**src/rtl/exibe_sequencia_pkg.sv**
```systemverilog
// -----------------------------------------------------------------------------
// exibe_sequencia_pkg
//   Shared definitions for the sequence presenter of the memory game.
//   State codes are fixed values so that the control unit and any bench decode
//   db_estado identically. Also provides the timer width helper.
// -----------------------------------------------------------------------------
package exibe_sequencia_pkg;

    // State codes as seen on db_estado
    typedef enum logic [3:0] {
        OCIOSO  = 4'h0,
        CARREGA = 4'h1,
        MOSTRA  = 4'h2,
        APAGA   = 4'h3,
        PROXIMO = 4'h4,
        FIM     = 4'hF
    } estado_t;

    // Code reported on db_estado when the state register holds an unused value
    localparam logic [3:0] EST_INVALIDO = 4'hE;

    // Timer width: enough bits to hold 0..max(T_ON,T_OFF)-1, never below one bit
    function automatic int largura_timer(input int t_on, input int t_off);
        int m;
        int w;
        m = (t_on > t_off) ? t_on : t_off;
        w = $clog2(m);
        return (w < 1) ? 1 : w;
    endfunction

endpackage

```
**src/rtl/exibe_sequencia_contador_tempo.sv**
```systemverilog
// -----------------------------------------------------------------------------
// contador_tempo
//   Modulo-M cycle counter. The terminal value (M-1) arrives on 'limite' so the
//   parent can share one counter between phases of different lengths.
// Ports
//   clock   in   rising-edge clock
//   reset   in   asynchronous active-low reset
//   zera    in   synchronous clear (wins over conta)
//   conta   in   count enable
//   limite  in   terminal value M-1; counter returns to 0 after it
//   valor   out  current count
//   fim     out  high while counting and valor == limite
// -----------------------------------------------------------------------------
module contador_tempo #(
    parameter int W = 4
) (
    input  logic         clock,
    input  logic         reset,
    input  logic         zera,
    input  logic         conta,
    input  logic [W-1:0] limite,
    output logic [W-1:0] valor,
    output logic         fim
);

    logic [W-1:0] valor_q;

    assign valor = valor_q;
    assign fim   = conta && (valor_q == limite);

    always_ff @(posedge clock or negedge reset) begin
        if (!reset) begin
            valor_q <= '0;
        end else if (zera) begin
            valor_q <= '0;
        end else if (conta) begin
            if (valor_q == limite) begin
                valor_q <= '0;
            end else if (valor_q != {W{1'b1}}) begin
                // saturate instead of wrapping if limite were ever out of range
                valor_q <= valor_q + 1'b1;
            end
        end
    end

endmodule

```
**src/rtl/exibe_sequencia.sv**
```systemverilog
// -----------------------------------------------------------------------------
// exibe_sequencia
//   Presents positions 0..rodada of the sequence ROM on the LEDs before a round:
//   each value is lit for T_ON cycles then blanked for T_OFF cycles. pronto
//   pulses for one cycle when the presentation ends.
// Ports
//   clock     in   rising-edge clock
//   reset     in   asynchronous active-low reset
//   iniciar   in   start request, only sampled while idle
//   rodada    in   index of last position shown, captured with iniciar
//   dado      in   ROM read data (one cycle after endereco)
//   endereco  out  ROM address
//   leds      out  value shown, zero outside MOSTRA
//   exibindo  out  high in every state except OCIOSO and FIM
//   pronto    out  one-cycle pulse in FIM
//   db_estado out  current state code
// -----------------------------------------------------------------------------
module exibe_sequencia
    import exibe_sequencia_pkg::*;
#(
    parameter int ADDR_W = 4,
    parameter int DATA_W = 4,
    parameter int T_ON   = 1000,
    parameter int T_OFF  = 500
) (
    input  logic              clock,
    input  logic              reset,
    input  logic              iniciar,
    input  logic [ADDR_W-1:0] rodada,
    input  logic [DATA_W-1:0] dado,
    output logic [ADDR_W-1:0] endereco,
    output logic [DATA_W-1:0] leds,
    output logic              exibindo,
    output logic              pronto,
    output logic [3:0]        db_estado
);

    localparam int TW = largura_timer(T_ON, T_OFF);

    estado_t           estado_q;
    logic [ADDR_W-1:0] endereco_q;
    logic [ADDR_W-1:0] rodada_q;

    logic          timer_zera;
    logic          timer_conta;
    logic [TW-1:0] timer_limite;
    logic [TW-1:0] timer_valor;
    logic          timer_fim;

    // The timer only runs in the two timed phases; elsewhere it is held at 0
    assign timer_conta  = (estado_q == MOSTRA) || (estado_q == APAGA);
    assign timer_zera   = !timer_conta;
    assign timer_limite = (estado_q == MOSTRA) ? TW'(T_ON - 1) : TW'(T_OFF - 1);

    contador_tempo #(
        .W (TW)
    ) u_timer (
        .clock  (clock),
        .reset  (reset),
        .zera   (timer_zera),
        .conta  (timer_conta),
        .limite (timer_limite),
        .valor  (timer_valor),
        .fim    (timer_fim)
    );

    always_ff @(posedge clock or negedge reset) begin
        if (!reset) begin
            estado_q   <= OCIOSO;
            endereco_q <= '0;
            rodada_q   <= '0;
        end else begin
            case (estado_q)
                OCIOSO: begin
                    if (iniciar) begin
                        estado_q   <= CARREGA;
                        rodada_q   <= rodada;
                        endereco_q <= '0;
                    end
                end
                // one cycle for the ROM to present dado for the new address
                CARREGA: estado_q <= MOSTRA;
                MOSTRA: begin
                    if (timer_fim) begin
                        estado_q <= APAGA;
                    end
                end
                APAGA: begin
                    if (timer_fim) begin
                        // stop on the last position so endereco never wraps
                        estado_q <= (endereco_q == rodada_q) ? FIM : PROXIMO;
                    end
                end
                PROXIMO: begin
                    endereco_q <= endereco_q + 1'b1;
                    estado_q   <= CARREGA;
                end
                FIM:     estado_q <= OCIOSO;
                default: estado_q <= OCIOSO;
            endcase
        end
    end

    // Moore decode of the registered state
    always_comb begin
        leds      = '0;
        exibindo  = 1'b0;
        pronto    = 1'b0;
        db_estado = EST_INVALIDO;
        case (estado_q)
            OCIOSO:  db_estado = 4'h0;
            CARREGA: begin db_estado = 4'h1; exibindo = 1'b1; end
            MOSTRA:  begin db_estado = 4'h2; exibindo = 1'b1; leds = dado; end
            APAGA:   begin db_estado = 4'h3; exibindo = 1'b1; end
            PROXIMO: begin db_estado = 4'h4; exibindo = 1'b1; end
            FIM:     begin db_estado = 4'hF; pronto = 1'b1; end
            default: db_estado = EST_INVALIDO;
        endcase
    end

    assign endereco = endereco_q;

    // timer_valor is only consumed through timer_fim inside the counter
    logic unused_timer;
    assign unused_timer = ^timer_valor;

endmodule

```
**config.mk**
```make
export PLATFORM = sky130hd
export DESIGN_NAME = exibe_sequencia
export DESIGN_NICKNAME = d
export VERILOG_FILES = /design/src/rtl/exibe_sequencia_pkg.sv /design/src/rtl/exibe_sequencia_contador_tempo.sv /design/src/rtl/exibe_sequencia.sv
export SDC_FILE = /design/constraint.sdc
export NUM_CORES = 1
export LEC_CHECK = 0
export BUFFER_PORTS_ARGS = -buffer_cell sky130_fd_sc_hd__buf_2
export CORE_ASPECT_RATIO = 1.75
export CORE_UTILIZATION = 50
export CTS_CLUSTER_DIAMETER = 200
export CTS_CLUSTER_SIZE = 25
export DETAILED_ROUTE_END_ITERATION = 6
export PLACE_DENSITY = 0.82
export SYNTH_ARGS = -nofsm -noshare
export SYNTH_HDL_FRONTEND = slang
export SYNTH_SLANG_ARGS = --single-unit
export TNS_END_PERCENT = 30
```
**constraint.sdc**
```tcl
create_clock -name clock -period 1.7 [get_ports clock]
set_input_delay 0.34 -clock clock [delete_from_list [all_inputs] [get_ports clock]]
set_output_delay 0.34 -clock clock [all_outputs]
set_load 0.01 [all_outputs]
```
# Yosys cells after proc, flatten, opt, wreduce, memory -nomap -nowiden
# Cells that the tools add are included.
[word_totals]
regBits = 22
out_inout_bits = 14
wordCells = 41
in_bits = 11
[classes]
n_reduce_logical = 8
add_sub_neg = 2
n_mux = 15
n_eq_ne = 12
[op_table]
columns = ["op", "n"]
rows = [
  ["2-to-1 mux 10 bit", 4],
  ["2-to-1 mux 4 bit", 6],
  ["case mux 4 bit (6 select lines)", 1],
  ["case mux 4 bit (5 select lines)", 1],
  ["adder 10 x 1 -> 10 bit, second input constant", 1],
  ["equality test 10 bit", 1],
  ["inequality test 10 bit, second input constant", 1],
  ["equality test 4 x 2 -> 1 bit, second input constant", 2],
  ["case mux 4 bit (2 select lines)", 1],
  ["inequality test 2 bit, second input constant", 3],
  ["adder 4 x 1 -> 4 bit, second input constant", 1],
  ["equality test 4 x 1 -> 1 bit, second input constant", 1],
  ["equality test 4 x 3 -> 1 bit, second input constant", 1],
  ["equality test 4 bit", 1],
  ["equality test 4 bit, second input constant", 1],
  ["logical NOT 4 bit", 1],
  ["AND reduction 2 bit", 2],
  ["OR reduction 4 bit", 1],
  ["inequality test 3 bit, second input constant", 1],
  ["AND reduction 3 bit", 1],
  ["2-to-1 mux 1 bit", 2],
  ["nonzero test 2 bit", 1],
  ["logical AND 1 bit", 1],
  ["logical OR 1 bit", 1],
]

# Depth between registers and ports, before layout
# Gate-level depths: netlist (run 1).
[logic_depth]
ltp_word = 6
mapped_depth = 6
mapped_depth_nobuf = 5

# Modules after synthesis
# A second synthesis (run 1) with hierarchy kept.
[unflattened]
hier_cells = 154
area_unflattened_um2 = 1521.5
[modules_own_cells]
columns = ["mod", "instances", "cells_each", "seq_area_each_um2", "area_per_inst_um2"]
rows = [
  ["contador_tempo", 1, 82, 250.2, 768.2],
  ["exibe_sequencia", 1, 72, 300.3, 753.2],
]

# Worst setup path after synthesis (run 1)
# OpenSTA, ideal clock, no wires.
[synth_timing]
path_kind = "reg-to-output"
from = "register estado_q[3]"
to = "output port leds[0]"
t_required_ns = 1.360
arrival_ns = 1.238
path_buffers = 0
path_stages_with_launch = 5
slack_ns = 0.122
path_cell_list = "dfrtp_1 nor2_1 and2_1 nor2b_1 and2_1"
[synth_via]
elab_chain_len = 2
[synth_rtl]
columns = ["item", "line", "source"]
rows = [
  ["start: declaration", "exibe_sequencia.sv:40", "estado_t estado_q;"],
  ["start signal: assignment", "exibe_sequencia.sv:91", "estado_q <= (endereco_q == rodada_q) ? FIM : PROXIMO;"],
  ["equality test 4 x 2 -> 1 bit", "exibe_sequencia.sv:110", "case (estado_q)"],
  ["2-to-1 mux 4 bit", "exibe_sequencia.sv:110", ""],
  ["end: declaration", "exibe_sequencia.sv:32", "output logic [DATA_W-1:0] leds,"],
]
# No other way between the ends.

# Final worst setup path (run 1)
[layout_timing]
from = "register estado_q[2]"
to = "output port leds[3]"
# The elaborated chain is that of the path after synthesis.

==> results of run 1 <==
## flip-flops by register name, summed over array words and instances, names as in the netlist
register	count
u_timer.valor	10
endereco	4
estado_q	4
rodada_q	4
## per-stage QoR
| stage | hold slack, ns | TNS, ns |
|---|---|---|
| global placement | 0.325 | 0 |
| finish | 0.0306 | 0 |
| detailed placement | 0.334 | -0.0175 |
| CTS | 0.0461 | 0 |
| floorplan | 0.0444 | 0 |
| global route | 0.0689 | -0.298 |
## area by class of cell
class	instances	share of cell area [%]
clock buffers	4	3.55
well taps	25	2.02
multi-input cells	97	45.1
repair buffers	32	12.7
inverters	4	0.969
flip-flops and latches	22	35.7
## cell families after synthesis
family / Yosys count / share of synthesized area (%)
fa+ha+maj: 2 / 2.00
simple gates: 58 / 27.3
buf+inv: 9 / 3.60
xor+xnor: 6 / 4.20
mux: 6 / 5.20
flops: 22 / 44.0
compound gates: 25 / 13.7
## worst min-delay path by stage
stage,start,end,slack [ns],cells past startpoint
detailed placement,reset,estado_q[2],0.33,1
global placement,reset,estado_q[3],0.32,1
CTS,reset,estado_q[2],0.05,1
global route,reset,u_timer.valor[9],0.07,1
floorplan,reset,endereco[0],0.04,0
finish,reset,estado_q[2],0.03,1
## layer usage
| metal | part of all wire [%] | global-route usage (%) | vias up |
|---|---|---|---|
| met4 | 1.3 | 7.76 | 0 |
| met1 | 36 | 23.4 | 524 |
| met5 | 0 | 0 | - |
| met2 | 58 | 48.0 | 39 |
| met3 | 3.8 | 5.19 | 6 |
| li1 | - | - | 533 |
## worst max-delay path, stage by stage (launching register included)
cell and delay [ns]:
dfrtp_1 0.39, nor2_2 0.13, and2_4 0.16, nor2b_4 0.15
and2_1 0.12, buf_2 0.12
## power by group through the flow
stage          Combinational (mW)  Clock, mW  Sequential, mW
2_1_floorplan               0.701          0           0.788
3_3_place_gp                0.937          0           0.825
3_5_place_dp                0.972          0           0.843
4_1_cts                      1.03      0.377           0.842
5_1_grt                      1.27      0.397           0.882
6_report                     1.15      0.369           0.856
## repair_timing
action / 4_1_cts / 5_1_grt
pin swaps: 0 / 4
endpoints found under the hold margin: 0 / 0
gates resized for setup: 8 / 9
buffers inserted: 0 / 2
endpoints found under the setup margin: 9 / 15
## placed cells by master (no fill, tap or decap), types with 2 or more instances in the layout
cell / n
buf_2: 22
dfrtp_1: 20
nor2_1: 9
nand2_1: 8
o21ai_0: 7
buf_4: 7
xor2_1: 6
and3_1: 5
a21oi_1: 5
nand3_1: 4
mux2_2: 4
clkbuf_8: 4
inv_1: 3
and2_4: 3
and2_1: 3
nor3_1: 3
a211oi_1: 3
or3_1: 3
buf_6: 3
a21o_1: 2
nand4bb_1: 2
nand4_1: 2
or4_1: 2
a22o_1: 2
mux2i_1: 2
a32o_1: 2
dfrtp_2: 2
==> impl_metrics.tcl, run 1 <==
set metrics [dict create \
    fin_nets 173 \
    reg2reg_slack_ns 0.05 \
    setup_violations 0 \
    synth-edff-count 0 \
    p_clk_share_pct 15.6 \
    vias_per_cell 5.99 \
    crit_path_end_kind "primary output" \
    grt_max_degree 23 \
    synth.largest_area_cell "dfrtp_1" \
    die_w_um 39.8 \
    fp.coreArea_um2 2330 \
    drive_above_1_share_pct 34.0 \
    gr-total-overflow 0 \
    r2r-start "u_timer.valor[2]" \
    hp-class "in2async" \
    period_share_pct 99.0 \
    die_area_um2 2710 \
    clkTransAtPathRegs_ns 0.08 \
    pre_cts_slack_ns -0.0175 \
    fmax_ghz 0.594 \
    worst_setup_path_start_kind "register" \
    cp_max_fo 4 \
    drt-initial-drc-count 17 \
    synth_cells 128 \
    place_area_um2 1420 \
    cts_buffer_depth 2 \
    drt-pass1-iter-count 4 \
    n_antenna_cell 0 \
    cellPowerDensity_nw_per_um2 1530 \
    fin_util_pct 66.5 \
    pwr-share-comb_pct 48.3 \
    die_y_um 68.2 \
    synth_nets 141 \
    ios 25 \
    maxSlewHeadroom_pct 66.9 \
    fin_skew_ns 0.00337 \
    leakage_nw 0.742 \
    async_flop_share_pct 100 \
    cts-root-buf "clkbuf_8" \
    status "complete, no violations" \
    grt_pass1_vias 1095 \
    critPathKind "reg2out" \
    seqPwrFrac_pct 36.1 \
    worst_r2r_path_depth 3 \
    peakVddDrop_uv 916 \
    cts_made_buffers 3 \
    routed_wl_um 2830 \
    report.final.slew_viol_count 0 \
    intPower_mw 1.46 \
    crit_end "leds[3]" \
    routedWlPerCell_um 15.4 \
    gp_congestion 0.909 \
    synthDistinctLibCells 40 \
    antenna_found_initial 0 \
    p_total_mw 2.37 \
    portBuffers 24 \
    dp.cells 178 \
    clk_latency_ns 0.26 \
    syn_area_um2 1250 \
    grtUsageTotal_pct 24.6 \
    stdcell_count 184 \
    fin_ws_ns 0.0172 \
    synth-seq-area-share_pct 44.0 \
    hold_violations 0 \
    dpl.hpwl_um 2090 \
    tritoncts "built" \
    cp-startpoint "estado_q[2]" \
    drc_errors 0 \
    ctsHtreeMaxLevel 1 \
    worst_pin_slew_ns 0.496 \
    rsz0062_at_grt "true" \
    fp-row-count 23 \
    cap_violations 0 \
    synth-seq-cells 22 \
    final_area_um2 1550 \
    clkSinkCount 22 \
    start_util_pct 53.7 \
    yosys_warnings 0 \
    grt_pass1_wl_um 4590 \
    synth_common_cells "dfrtp_1 (22), nor2_1 (11), nand2_1 (9), o21ai_0 (7)" \
    ant_nets 0 \
    synth_top_area_share_pct 44.0 \
    syn_avg_cell_area_um2 9.78 \
    r2r-end "estado_q[0]" \
    synth_top_cells_by_area "dfrtp_1 (44%), xor2_1 (4.2%), mux2_2 (3.6%), nor2_1 (3.3%), and2_1 (3.0%)" \
    vias 1102 \
    p_sw_share_pct 38.5 \
    areaGrowthSynthToFinish_pct 23.8 \
    ctsHoldBuffers 0 \
    p_switching_mw 0.912 \
    required_ns 1.36 \
    fin_crit_ns 1.68 \
    multiInputGateArea_um2 698 \
    arrival_ns 1.34 \
    synth.most_common_cell "dfrtp_1" \
    synth_flop_cell "dfrtp_1" \
    seq_area_um2 553 \
    fillCellCount 187 \
]
Power figures use the tool's default switching activity.
==> run 2: changes to the inputs <==
Settings changed: PLACE_DENSITY 0.82 to default, PLACE_DENSITY_LB_ADDON from default to 0.1, SLEW_MARGIN from default to 20.
==> run 2 against run 1 <==
Net effect: core utilization fell by 0.38 points; power rose by 0.52%; sequential power fell by 1%.
==> impl_metrics.tcl, run 2 (same netlist as run 1, synthesis figures left out) <==
set metrics [dict create \
    ctsHtreeMaxLevel 1 \
    hp-class "in2async" \
    max_stage_delay_ns 0.40 \
    ios 25 \
    multiInputGateArea_um2 676 \
    critPathKind "reg2out" \
    cts-root-buf "clkbuf_8" \
    fin_skew_ns 0.00684 \
    stdcell_count 185 \
    layout_common_cells "buf_2 (23), dfrtp_1 (20), nor2_1 (10)" \
    routed_wl_um 2570 \
    worst_pin_slew_ns 0.506 \
    die_y_um 68.2 \
    cts_made_buffers 3 \
    final_common_cell "buf_2" \
    vias 1058 \
    ant_nets 0 \
    final_area_um2 1540 \
    crit_chain "nor2_2, and2_4, nor2b_4, and2_1, buf_2" \
    tritoncts "built" \
    fin_nets 174 \
    grt_max_degree 23 \
    fin_util_pct 66.1 \
    grt_pass1_vias 942 \
    required_ns 1.36 \
    ctsHoldBuffers 0 \
    pre_cts_slack_ns 0.114 \
    drt-initial-drc-count 15 \
    drive_above_1_share_pct 32.5 \
    fmax_ghz 0.589 \
    die_area_um2 2710 \
    crit_path_end_kind "primary output" \
    grtUsageTotal_pct 21.4 \
    drc_errors 0 \
    areaGrowthSynthToFinish_pct 23.1 \
    peakVddDrop_uv 860 \
    cts_buffer_depth 2 \
    fp-row-count 23 \
    cp_slowest_cell "dfrtp_1" \
    grt_pass1_wl_um 3930 \
    gp_congestion 0.774 \
    antenna_found_initial 0 \
    report.final.slew_viol_count 0 \
    maxSlewHeadroom_pct 66.3 \
    vias_per_cell 5.72 \
    hold_violations 0 \
    dpl.hpwl_um 1970 \
    portBuffers 24 \
    status "complete, no violations" \
    fillCellCount 204 \
    period_share_pct 99.9 \
    dp.cells 181 \
    place_area_um2 1440 \
    worst_setup_path_start_kind "register" \
    n_antenna_cell 0 \
    routedWlPerCell_um 13.9 \
    gr-total-overflow 0 \
    cap_violations 0 \
    fin_ws_ns 0.00208 \
    largest_reg_flops 10 \
    arrival_ns 1.36 \
    clkTransAtPathRegs_ns 0.08 \
    rsz0062_at_grt "true" \
    cellPowerDensity_nw_per_um2 1550 \
    start_util_pct 53.7 \
    leakage_nw 0.751 \
    cp_max_fo 4 \
    die_w_um 39.8 \
    drt-pass1-iter-count 4 \
    clk_latency_ns 0.27 \
    clkSinkCount 22 \
    cts_setup_buffers 0 \
    setup_violations 0 \
    fin_crit_ns 1.70 \
    setup_tns_ns 0 \
    seq_area_um2 553 \
    fp.coreArea_um2 2330 \
]
[run 2: final cells by class]
type,instances,share of cell area [%]
Multi-Input combinational cell,97,43.9
Sequential cell,22,35.9
Timing Repair Buffer,33,12.6
Clock buffer,3,2.68
Tap cell,25,2.03
Clock inverter,1,1.95
Inverter,4,0.975
[run 2: worst max-delay path, delay by kind of cell (launching register included)]
family	cells	cell delay [ns]
simple gates	4	0.58
flops	1	0.40
buf+inv	1	0.12
[run 2: metrics by stage]
step	total power, mW	hold WS (ns)
after detailed placement	1.84	0.334
after global routing	2.58	0.0652
after CTS	2.38	0.0397
after floorplan	1.49	0.0444
final	2.38	0.0317
after global placement	1.82	0.334
[run 2: worst paths after layout]
path	startpoint	endpoint	slack, ns	cells after the start
setup / recovery	estado_q[3]	leds[2]	0.002	5
hold / removal	reset	endereco[3]	0.03	1
setup reg to reg	estado_q[0]	u_timer.valor[2]	0.11	5
hold reg to reg	rodada_q[0]	rodada_q[0]	0.54	1
max in group asynchronous	reset	estado_q[0]	1.29	1
min in group clock	rodada[0]	rodada_q[0]	0.30	2
[run 2: repair_timing]
action | 4_1_cts | 5_1_grt
pin swaps | 1 | 5
gates resized for setup | 6 | 3
endpoints found under the setup margin | 4 | 9
[run 2: where the power goes]
part	switching (mW)	internal, mW
Clock	0.170	0.315
Combinational	0.508	0.544
Sequential	0.174	0.673
Total	0.851	1.53
[run 2: per-layer routing]
metal	wire [um]	GRT usage [%]	vias to the layer above	share of wire, %
li1	-	-	531	-
met1	999	21.9	503	39
met2	1460	39.5	20	57
met3	62	1.95	4	2.4
met4	46	11.6	0	1.8
met5	0	0	-	0
==> run 3: changes to the inputs <==
Settings changed: ABC_AREA from default to 1, CORE_ASPECT_RATIO 1.75 to 1.25.
==> run 3 against run 2 <==
Net effect: the run now ends with negative setup slack left; critical path depth did not move; sequential power rose by 14%; register-to-register slack improved by 0.03 ns; sequential share of layout area fell by 3.4 points; die area rose by 8.1%; power rose by 19%.
==> impl_metrics.tcl, run 3 <==
set metrics [dict create \
    rsz0062_at_grt "true" \
    maxSlewHeadroom_pct 65.9 \
    yosys_warnings 0 \
    async_flop_share_pct 100 \
    synth-seq-cells 22 \
    clkSinkCount 22 \
    synth_cells 180 \
    dp.cells 238 \
    worst_pin_slew_ns 0.512 \
    report.final.slew_viol_count 0 \
    pwr-share-comb_pct 52.0 \
    required_ns 1.36 \
    cp_max_fo 3 \
    synth_fa_ha_area_share_pct 1.84 \
    synth-edff-count 0 \
    n_antenna_cell 0 \
    synth-xor-area-share_pct 4.51 \
    cap_violations 0 \
    grt_pass1_wl_um 5420 \
    p_switching_mw 1.25 \
    reg2reg_slack_ns 0.14 \
    die_y_um 60.3 \
    grtUsageTotal_pct 24.1 \
    muxShareOfSynthArea_pct 0 \
    fin_ws_ns -0.0180 \
    start_util_pct 54.3 \
    drt-initial-drc-count 27 \
    fp-row-count 20 \
    leakage_nw 0.883 \
    peakVddDrop_uv 1210 \
    grt_max_degree 23 \
    hold_start "rodada[1]" \
    holdWs_ns 0.215 \
    routedWlPerCell_um 12.8 \
    intPower_mw 1.59 \
    synth_top_family_by_area "simple AND/OR/NAND/NOR gates" \
    cts_made_buffers 3 \
    synth_top_area_share_pct 40.5 \
    gr-total-overflow 0 \
    seqPwrFrac_pct 33.8 \
    gp_congestion 0.866 \
    synthSimpleGateAreaFrac_pct 38.4 \
    hp-class "in2reg" \
    p_clk_share_pct 14.2 \
    critPathKind "reg2out" \
    synth_nets 193 \
    p_sw_share_pct 44.0 \
    fin_skew_ns 0.00239 \
    setup_violations 6 \
    synth.largest_area_cell "dfrtp_1" \
    dpl.hpwl_um 2360 \
    r2r-start "estado_q[1]" \
    worst_r2r_path_depth 10 \
    r2r-end "estado_q[3]" \
    grt_pass1_vias 1277 \
    cellPowerDensity_nw_per_um2 1680 \
    hold_violations 0 \
    areaGrowthSynthToFinish_pct 24.7 \
    worst_setup_path_start_kind "register" \
    cts-root-buf "clkbuf_4" \
    ctsHtreeMaxLevel 1 \
    fp.coreArea_um2 2500 \
    die_w_um 48.7 \
    drive_above_1_share_pct 32.3 \
    fin_nets 231 \
    min_to "rodada_q[1]" \
    routed_wl_um 3210 \
    synth_common_cells "nand2_1 (38), dfrtp_1 (22), nor2_1 (20), inv_1 (19), nand3_1 (17)" \
    fin_crit_ns 1.72 \
    clk_latency_ns 0.31 \
    violations "negative setup slack" \
    die_area_um2 2930 \
    period_share_pct 101 \
    fillCellCount 209 \
    arrival_ns 1.38 \
    tritoncts "built" \
    vias_per_cell 5.16 \
    synth-seq-area-share_pct 40.5 \
    drt-pass1-iter-count 5 \
    synth_top_cells_by_area "dfrtp_1 (40%), nand2_1 (10%), nand3_1 (6.3%), nor2_1 (5.5%), inv_1 (5.2%)" \
    cts_buffer_depth 2 \
    vias 1290 \
    synthDistinctLibCells 28 \
    layout_common_cells "nand2_1 (37), buf_2 (23), dfrtp_1 (21)" \
    clkTransAtPathRegs_ns 0.13 \
    synth.most_common_cell "nand2_1" \
    ant_nets 0 \
    stdcell_count 250 \
    crit_path_end_kind "primary output" \
    antenna_found_initial 0 \
    hold_depth 3 \
    portBuffers 24 \
    drc_errors 0 \
    largest_reg_flops 10 \
    syn_area_um2 1360 \
    synth_flop_cell "dfrtp_1" \
    final_common_cell "nand2_1" \
    syn_avg_cell_area_um2 7.56 \
    ios 25 \
    fmax_ghz 0.582 \
    status "finished, violations left" \
    synth_compound_area_share_pct 7.36 \
]
run 3: cell type report:
type,instances,area (um2),share of cell area [%]
clock inverters,1,30.0,1.77
clock buffers,3,22.5,1.33
flip-flops and latches,22,552,32.5
well taps,33,41.3,2.44
inverters,27,101,5.98
repair buffers,33,200,11.8
multi-input cells,131,748,44.1
run 3: how the worst max path moves through the flow:
stage                           start           end  slack, ns  cells after the start
after global placement    estado_q[1]      exibindo       0.18                      5
after CTS                 estado_q[0]  db_estado[3]      -0.04                      5
final                     estado_q[0]  db_estado[3]      -0.02                      5
after floorplan           estado_q[1]      exibindo       0.32                      4
after global routing      estado_q[0]  db_estado[0]      -0.09                      6
after detailed placement  estado_q[0]      exibindo       0.15                      5
run 3: critical path, cell delays in order (launching register included):
cell and delay (ns):
dfrtp_1 0.42, or2_4 0.26, nor2_4 0.11, buf_6 0.12, nor2_2 0.03, buf_2 0.13
run 3: what timing repair did:
| action | in CTS | in global routing |
|---|---|---|
| cloned | 0 | 0 |
| pin swaps | 2 | 3 |
| resized for setup | 7 | 7 |
| buffers inserted | 5 | 2 |
| setup endpoints to repair | 7 | 10 |
| endpoints found under the hold margin | 22 | 0 |
| hold buffers | 1 | 0 |
run 3: stage by stage:
stage	setup TNS [ns]	worst slack (ns)	total power, mW	cell area (um2)	utilization [%]
floorplan	0	0.320	1.89	1360	-
global placement	0	0.182	2.25	1530	61.1
detailed placement	0	0.145	2.30	1530	61.1
CTS	-0.153	-0.0386	2.78	1650	65.9
global route	-0.697	-0.0933	3.07	1700	67.8
finish	-0.0372	-0.0180	2.85	1700	67.8
run 3: power groups by stage:
stage          clock (mW)  combinational [mW]  sequential, mW
2_1_floorplan           0               0.952           0.941
3_3_place_gp            0                1.29           0.963
3_5_place_dp            0                1.32           0.975
4_1_cts             0.414                1.41           0.957
5_1_grt             0.434                1.65           0.989
6_report            0.404                1.48           0.963
run 3: kinds of logic (layout without fill, tap and decap cells):
kind of cell,Yosys count,after routing
XOR/XNOR,7,7
AND/OR/NAND/NOR,105,105
AO/OA/AOI/OAI,17,17
flip-flops,22,22
buffers and inverters,27,64
adder cells (fa/ha/maj),2,2
run 3: per-layer routing:
layer  global-route usage, %  vias up  part of all wire, %
met1                    26.9      606                   42
met2                    47.8       30                   55
met3                    2.80        4                  2.5
li1                        -      650                    -
met4                    7.56        0                 0.69
met5                       0        -                    0
